==> src/rtl/sdf_ifft_stage_pkg.sv <==
// Shared FFT constants and helpers for the single-path delay-feedback stages.
package sdf_ifft_stage_pkg;

  localparam int FFT_DATA_WIDTH = 16;
  localparam int FFT_SIZE       = 128;

  // The stage counter spans one full butterfly span: DELAY fill plus DELAY butterfly samples.
  function automatic int cnt_width(input int delay);
    return $clog2(2 * delay);
  endfunction

endpackage

==> src/rtl/butterfly.sv <==
// Combinational radix-2 butterfly: sum = a + b, diff = a - b per component.
// Zero latency, no flow control; the caller widens operands so nothing wraps.
module butterfly #(
  parameter int W = 17
) (
  input  logic [W-1:0] a_r,
  input  logic [W-1:0] a_i,
  input  logic [W-1:0] b_r,
  input  logic [W-1:0] b_i,
  output logic [W-1:0] sum_r,
  output logic [W-1:0] sum_i,
  output logic [W-1:0] diff_r,
  output logic [W-1:0] diff_i
);

  assign sum_r  = a_r + b_r;
  assign sum_i  = a_i + b_i;
  assign diff_r = a_r - b_r;
  assign diff_i = a_i - b_i;

endmodule

==> src/rtl/sdf_delay_line.sv <==
// DEPTH-deep complex shift register; head is the oldest entry.
// Shifts only when en is high, otherwise holds; storage is deliberately not reset.
module sdf_delay_line import sdf_ifft_stage_pkg::*; #(
  parameter int W     = FFT_DATA_WIDTH,
  parameter int DEPTH = 64
) (
  input  logic         clk,
  input  logic         en,
  input  logic [W-1:0] in_r,
  input  logic [W-1:0] in_i,
  output logic [W-1:0] head_r,
  output logic [W-1:0] head_i
);

  logic [W-1:0] re_q [DEPTH];
  logic [W-1:0] re_d [DEPTH];
  logic [W-1:0] im_q [DEPTH];
  logic [W-1:0] im_d [DEPTH];

  always_comb begin
    re_d = re_q;
    im_d = im_q;
    if (en) begin
      re_d[0] = in_r;
      im_d[0] = in_i;
      for (int k = 1; k < DEPTH; k++) begin
        re_d[k] = re_q[k-1];
        im_d[k] = im_q[k-1];
      end
    end
  end

  always_ff @(posedge clk) begin
    re_q <= re_d;
    im_q <= im_d;
  end

  assign head_r = re_q[DEPTH-1];
  assign head_i = im_q[DEPTH-1];

endmodule

==> src/rtl/sdf_ifft_stage.sv <==
// Radix-2 single-path delay-feedback IFFT stage (no twiddles), 1/2 scaling per stage.
// Latency 1 cycle; in_valid low stalls counter and delay line, outputs hold.
module sdf_ifft_stage import sdf_ifft_stage_pkg::*; #(
  parameter int DATA_WIDTH = FFT_DATA_WIDTH,
  parameter int DELAY      = 64
) (
  input  logic                  clk,
  input  logic                  rst,
  input  logic                  in_valid,
  input  logic [DATA_WIDTH-1:0] in_r,
  input  logic [DATA_WIDTH-1:0] in_i,
  output logic                  out_valid,
  output logic [DATA_WIDTH-1:0] out_r,
  output logic [DATA_WIDTH-1:0] out_i
);

  localparam int CW = cnt_width(DELAY);
  localparam int WW = DATA_WIDTH + 1;

  logic [CW-1:0]         cnt_q, cnt_d;
  logic                  primed_q, primed_d;
  logic                  out_valid_q, out_valid_d;
  logic [DATA_WIDTH-1:0] out_r_q, out_r_d;
  logic [DATA_WIDTH-1:0] out_i_q, out_i_d;

  logic [DATA_WIDTH-1:0] head_r, head_i;
  logic [DATA_WIDTH-1:0] dl_in_r, dl_in_i;
  logic [WW-1:0]         a_r, a_i, b_r, b_i;
  logic [WW-1:0]         sum_r, sum_i, diff_r, diff_i;
  logic [DATA_WIDTH-1:0] sum_sc_r, sum_sc_i, diff_sc_r, diff_sc_i;
  logic                  is_bfly;

  // 2*DELAY is a power of two, so the counter MSB is exactly "cnt >= DELAY".
  assign is_bfly = cnt_q[CW-1];

  assign a_r = {head_r[DATA_WIDTH-1], head_r};
  assign a_i = {head_i[DATA_WIDTH-1], head_i};
  assign b_r = {in_r[DATA_WIDTH-1], in_r};
  assign b_i = {in_i[DATA_WIDTH-1], in_i};

  butterfly #(.W(WW)) u_bfly (
    .a_r    (a_r),
    .a_i    (a_i),
    .b_r    (b_r),
    .b_i    (b_i),
    .sum_r  (sum_r),
    .sum_i  (sum_i),
    .diff_r (diff_r),
    .diff_i (diff_i)
  );

  // Arithmetic shift of the widened result floors and always fits back in DATA_WIDTH.
  assign sum_sc_r  = DATA_WIDTH'($signed(sum_r) >>> 1);
  assign sum_sc_i  = DATA_WIDTH'($signed(sum_i) >>> 1);
  assign diff_sc_r = DATA_WIDTH'($signed(diff_r) >>> 1);
  assign diff_sc_i = DATA_WIDTH'($signed(diff_i) >>> 1);

  sdf_delay_line #(.W(DATA_WIDTH), .DEPTH(DELAY)) u_dl (
    .clk    (clk),
    .en     (in_valid),
    .in_r   (dl_in_r),
    .in_i   (dl_in_i),
    .head_r (head_r),
    .head_i (head_i)
  );

  always_comb begin
    cnt_d       = cnt_q;
    primed_d    = primed_q;
    out_valid_d = in_valid & (is_bfly | primed_q);
    out_r_d     = out_r_q;
    out_i_d     = out_i_q;
    dl_in_r     = is_bfly ? diff_sc_r : in_r;
    dl_in_i     = is_bfly ? diff_sc_i : in_i;

    if (in_valid) begin
      cnt_d = cnt_q + CW'(1);
      if (is_bfly) begin
        primed_d = 1'b1;
      end
    end

    // FILL emits the previous frame's stored difference; BFLY emits the scaled sum.
    if (out_valid_d) begin
      out_r_d = is_bfly ? sum_sc_r : head_r;
      out_i_d = is_bfly ? sum_sc_i : head_i;
    end
  end

  always_ff @(posedge clk or negedge rst) begin
    if (!rst) begin
      cnt_q       <= '0;
      primed_q    <= 1'b0;
      out_valid_q <= 1'b0;
      out_r_q     <= '0;
      out_i_q     <= '0;
    end else begin
      cnt_q       <= cnt_d;
      primed_q    <= primed_d;
      out_valid_q <= out_valid_d;
      out_r_q     <= out_r_d;
      out_i_q     <= out_i_d;
    end
  end

  assign out_valid = out_valid_q;
  assign out_r     = out_r_q;
  assign out_i     = out_i_q;

endmodule
==> config.mk <==
export PLATFORM = sky130hd
export DESIGN_NAME = sdf_ifft_stage
export DESIGN_NICKNAME = d
export VERILOG_FILES = /design/src/rtl/sdf_ifft_stage_pkg.sv /design/src/rtl/butterfly.sv /design/src/rtl/sdf_delay_line.sv /design/src/rtl/sdf_ifft_stage.sv
export SDC_FILE = /design/constraint.sdc
export NUM_CORES = 1
export LEC_CHECK = 0
export ABC_AREA = 0
export CORE_MARGIN = 3
export CORE_UTILIZATION = 45
export DETAILED_ROUTE_END_ITERATION = 6
export PLACE_DENSITY = 0.71
export SYNTH_ARGS = -nofsm -noshare
export SYNTH_HDL_FRONTEND = slang
export SYNTH_HIERARCHICAL = 1
export SYNTH_SLANG_ARGS = --single-unit
export TNS_END_PERCENT = 50
==> constraint.sdc <==
create_clock -name clk -period 2.6 [get_ports clk]
set_input_delay 0.52 -clock clk [delete_from_list [all_inputs] [get_ports clk]]
set_output_delay 0.52 -clock clk [all_outputs]
set_load 0.05 [all_outputs]
# Yosys cells after proc, flatten, opt, wreduce, memory -nomap -nowiden

Cells that the tools add are included.

Bits in registers: 2089
Bits in latches: 0
Bits in writable memories: 0
Memory bits (read-only): 0
Bits of input ports: 35
Output and inout bits: 33
Memories kept: 0

Add/sub/neg operators: 5
Multiply operators: 0
Div/mod/pow operators: 0
Magnitude comparators: 0
Equal/unequal tests: 0
Shifts and indexed selects: 0
Muxes and demuxes: 4
Bitwise operators: 2
Reductions and logical operators: 1

Operators with widths:

| cell                                        | count |
|---|---|
| two-way mux 16 bit                          | 4 |
| adder 16 x 16 -> 17 bit                     | 2 |
| subtractor 16 x 16 -> 17 bit                | 2 |
| adder 7 x 1 -> 7 bit, second input constant | 1 |
| AND reduction 2 bit                         | 1 |
| bitwise AND 1 bit                           | 1 |
| OR 1 bit                                    | 1 |

# Longest topological paths before layout

Depth in word-level cells: 2
Depth in mapped cells: 11
Gate-level depth less buffers: 10

# Modules after synthesis

Netlist, hierarchy kept.

By module, submodules not included:

| module         | times used | cells each | area an instance (um^2) | sequential area each (um^2) |
|---|---|---|---|---|
| sdf_delay_line | 1          | 2080       | 61739.2                 | 61499.0 |
| butterfly      | 1          | 492        | 3367.0                  | 0.0 |
| sdf_ifft_stage | 1          | 202        | 2224.6                  | 1026.0 |

# Worst setup path before layout

No wires, ideal clock.

Kind: input to register
Start point: in in_i[2]
End point: reg u_dl/im_q[1021] (netlist name) (data pin)
Arrival: 2511 ps
Data required time: 2340 ps
Setup slack: -171 ps
Cell stages on the path: 10
Path buffers: 1
Cells stage by stage: inv_1 > ha_1 > buf_6 > nor2b_4 > o31a_1 > o211a_1 > o41ai_2 > nor3_1 > a311o_1 > mux2_2

Longest elaborated chain between the ends: 2

RTL lines:

| element                      | line                 | source |
|---|---|---|
| start, declared              | sdf_ifft_stage.sv:11 | `input logic [DATA_WIDTH-1:0] in_i,` |
| subtractor 16 x 16 -> 17 bit | butterfly.sv:19      | `assign diff_i = a_i - b_i;` |
| via diff_i[14]               | sdf_ifft_stage.sv:29 | `logic [WW-1:0] sum_r, sum_i, diff_r, diff_i;` |
| two-way mux 16 bit           | sdf_ifft_stage.sv:74 | `dl_in_i = is_bfly ? diff_sc_i : in_i;` |
| via dl_in_i[13]              | sdf_ifft_stage.sv:27 | `logic [DATA_WIDTH-1:0] dl_in_r, dl_in_i;` |
| end signal, assigned         | sdf_delay_line.sv:35 | `im_q <= im_d;` |
| end, declared                | sdf_delay_line.sv:17 | `logic [W-1:0] im_q [DEPTH];` |

The timed path passes the listed nets, and every way through them passes these cells.
A chain may end at the register's enable or synchronous reset.

# Worst setup path in the final report

Start point: reg u_dl.re_q (netlist bit u_dl/head_r[0])
End point: reg u_dl/re_q[1023] (netlist name) (data pin)

Longest elaborated chain between the ends: 2

RTL lines:

| element                      | line                 | source |
|---|---|---|
| start, declared              | sdf_delay_line.sv:15 | `logic [W-1:0] re_q [DEPTH];` |
| start signal, assigned       | sdf_delay_line.sv:34 | `re_q <= re_d;` |
| subtractor 16 x 16 -> 17 bit | butterfly.sv:18      | `assign diff_r = a_r - b_r;` |
| via diff_r[16]               | sdf_ifft_stage.sv:29 |  |
| two-way mux 16 bit           | sdf_ifft_stage.sv:73 | `dl_in_r = is_bfly ? diff_sc_r : in_r;` |
| via dl_in_r[15]              | sdf_ifft_stage.sv:27 |  |

The timed path passes the listed nets, and every way through them passes these cells.

==> summary.txt <==
Worst setup path
  • CP Max Fanout: 3
  • Cell depth of the worst setup path: 11
  • Crit path largest cell delay: 0.44 ns
  • Critical path type: reg -> reg
  • Origin of the critical flop-to-flop path: u_dl/head_r[0]
  • Reg2reg end: u_dl/re_q[1023]
  • CP max stage cell: edfxtp_1
  • Top Family by Delay on Critical Path: compound AO/OA/AOI/OAI gates
  • Worst R2R Path Depth: 11
  • Worst EP arrival: 3.30 ns
  • CP Cell Sequence: inv_1, ha_1, fa_2, nor2b_2, o31a_1, o32ai_4, buf_6, o21ai_2, a21oi_2, xnor2_1, mux2_2
  • CP Launch Type: flip-flop
  • Worst Path Required: 3.12 ns
  • R2R setup slack: -0.18 ns
  • Worst Path Buf+Inv: 2
  • CP endpoint kind: flip-flop

Flow run
  • Max-Cap Viols: 0

Power
  • Leakage: 27.6 nW
  • Net switching power: 15.5 mW
  • Clock Power Share: 0.380
  • Worst IR drop on VDD: 0.561 mV
  • Logic gate share of total power: 0.057
  • Seq pwr share: 0.563
  • Power Dens Cells: 901 nW/um^2
  • Pint: 56.2 mW
  • Sw frac: 0.217

STA
  • Unrepaired setup endpoints after global routing: true
  • Final setup margin: -0.179 ns
  • Rel. slew slack: 0.544
  • Setup Skew: 0.0388 ns
  • Fin crit share: 1.07
  • Setup violations, final: 20
  • Slew @ Worst Pin: 0.684 ns
  • Fin. max-slew vios: 0
  • Hold Fails Final Rpt: 0
  • F_max: 360 MHz
  • Period minus WS final: 2.78 ns

Global routing
  • Largest net degree at the start of global routing: 99
  • Global router's overall resource usage: 0.135
  • Initial antenna violation count: 13
  • Vias in the first global route: 25,800
  • Global route overflow: 0
  • First-pass GRT wire length: 158 mm

Clock network
  • Worst skew pair latency: 0.81 ns
  • Clock sink total: 2,089
  • Clock Tree Buf Depth: 3
  • Depth of the CTS H-tree: 4
  • Clock root buffer: clkbuf_16
  • CTS tree: done
  • Inserted Clock Buffers: 191
  • Clock slew at reported path FFs: 0.06 ns

Placement
  • Post-DP Area: 72,800 sq um
  • PortBufs: 67
  • HPWL Detailed: 54.1 mm
  • Post-placement setup slack: -0.843 ns
  • Placer Congestion: 0.853

Routing
  • Drt pass-1 iters: 5
  • Metal2 WL: 43.5 mm
  • M1 WL: 51.4 mm
  • First DRT Iteration DRCs: 2,652
  • Met3 WL: 6.97 mm
  • DRC viols: 0
  • Max Used Layer: met5
  • Via-to-Cell Ratio: 4.91
  • Routed Antenna Nets: 0
  • Via count: 26,400
  • Final wirelength: 104 mm
  • Wire length per cell: 19.4 um

Yosys
  • Syn Inst Count: 2,770
  • Ys Warns: 6
  • Cell Area, Synth: 67,300 sq um
  • Avg Inst Size Synth: 24.3 sq um
  • Syn nets: 2,874

Min path
  • Hold Crit Endpoint: u_dl/im_q[485]
  • Hold Path Class: in -> reg
  • Hold Crit Depth: 1
  • Hold path start: in_valid

Status
  • Run status: finished with violations
  • Violated checks: setup timing

Final layout
  • Synth-to-Final Area Change: 18.3%
  • Fin area: 79,600 sq um
  • Share of layout cells above drive strength 1: 0.203
  • Final nets: 3,384

Floorplanning
  • Die Area: 154,000 sq um
  • Die X: 393 um
  • Top Ports: 68
  • Core Rows: 141
  • Die Y: 393 um
  • CORE AREA: 148,000 sq um
  • Initial core utilization: 0.454
-- state kept, by name (all words and copies together), names as in the netlist --
name / cells
u_dl/head_r: 16
out_r: 16
out_valid: 1
u_dl/head_i: 16
primed_q: 1
out_i: 16
u_dl/im_q: 1008
cnt_q: 7
u_dl/re_q: 1008
-- cell type report --
type                            instances  area (sq um)
Multi-Input combinational cell        547          4530
Clock buffer                          242          5090
Inverter                               64           253
Timing Repair Buffer                  387          3650
Tap cell                             1930          2410
Fill cell                           10700         68600
Clock inverter                        105          1110
Antenna cell                            6          15.0
Sequential cell                      2089         62500
-- layer usage --
| metal | vias to the layer above | track usage |
|---|---|---|
| li1 | 11900 | - |
| met1 | 13600 | 0.219 |
| met2 | 712 | 0.178 |
| met3 | 179 | 0.0339 |
| met4 | 6 | 0.0399 |
| met5 | - | 0 |
-- metrics by stage --
stage | utilization | hold WS, ns | setup TNS (ns) | cells | power (mW)
final | 0.537 | 0.189 | -1.26 | 5370 | 71.7
after global routing | 0.537 | 0.166 | -3.70 | 5365 | 74.3
after CTS | 0.535 | 0.144 | -0.371 | 5353 | 72.6
after detailed placement | 0.491 | 0.320 | -27.51 | 4996 | 44.9
after global placement | 0.491 | 0.322 | -26.59 | 4996 | 44.8
after floorplan | - | 0.224 | -0.131 | 2770 | 42.5
-- worst max-delay path by stage --
stage,startpoint,end,slack (ns)
final,u_dl/head_r[0],u_dl/re_q[1023],-0.18
after global routing,u_dl/head_i[0],u_dl/im_q[1021],-0.25
after CTS,u_dl/head_i[0],u_dl/im_q[1021],-0.14
after detailed placement,in_i[2],u_dl/im_q[1021],-0.84
after global placement,in_i[2],u_dl/im_q[1021],-0.89
after floorplan,in_i[2],u_dl/im_q[1021],-0.1
-- layout by cell type (no fill, tap or decap), types with 40 or more instances in the layout --
master	instances
a21oi_1	42
buf_12	44
buf_4	265
clkbuf_1	40
clkbuf_16	192
clkdlybuf4s50_1	44
dfrtp_1	40
edfxtp_1	2048
ha_1	56
inv_1	61
nand2_1	50
nor2_1	59
xnor2_1	53
-- repair_timing --
action / 4_1_cts / 5_1_grt
pin swaps: 18 / 29
resized for setup: 53 / 57
cloned: 0 / 0
endpoints found under the setup margin: 45 / 35
hold buffers: 2 / 0
hold endpoints to repair: 41 / 0
buffers inserted: 8 / 11
-- power by group through the flow --
stage / clock (mW) / combinational (mW) / sequential (mW)
2_1_floorplan: 0 / 1.44 / 41.0
3_3_place_gp: 0 / 3.90 / 40.9
3_5_place_dp: 0 / 3.98 / 40.9
4_1_cts: 28.1 / 4.04 / 40.4
5_1_grt: 29.3 / 4.46 / 40.5
6_report: 27.2 / 4.12 / 40.3
No activity file was read; power rests on OpenSTA's default activity.
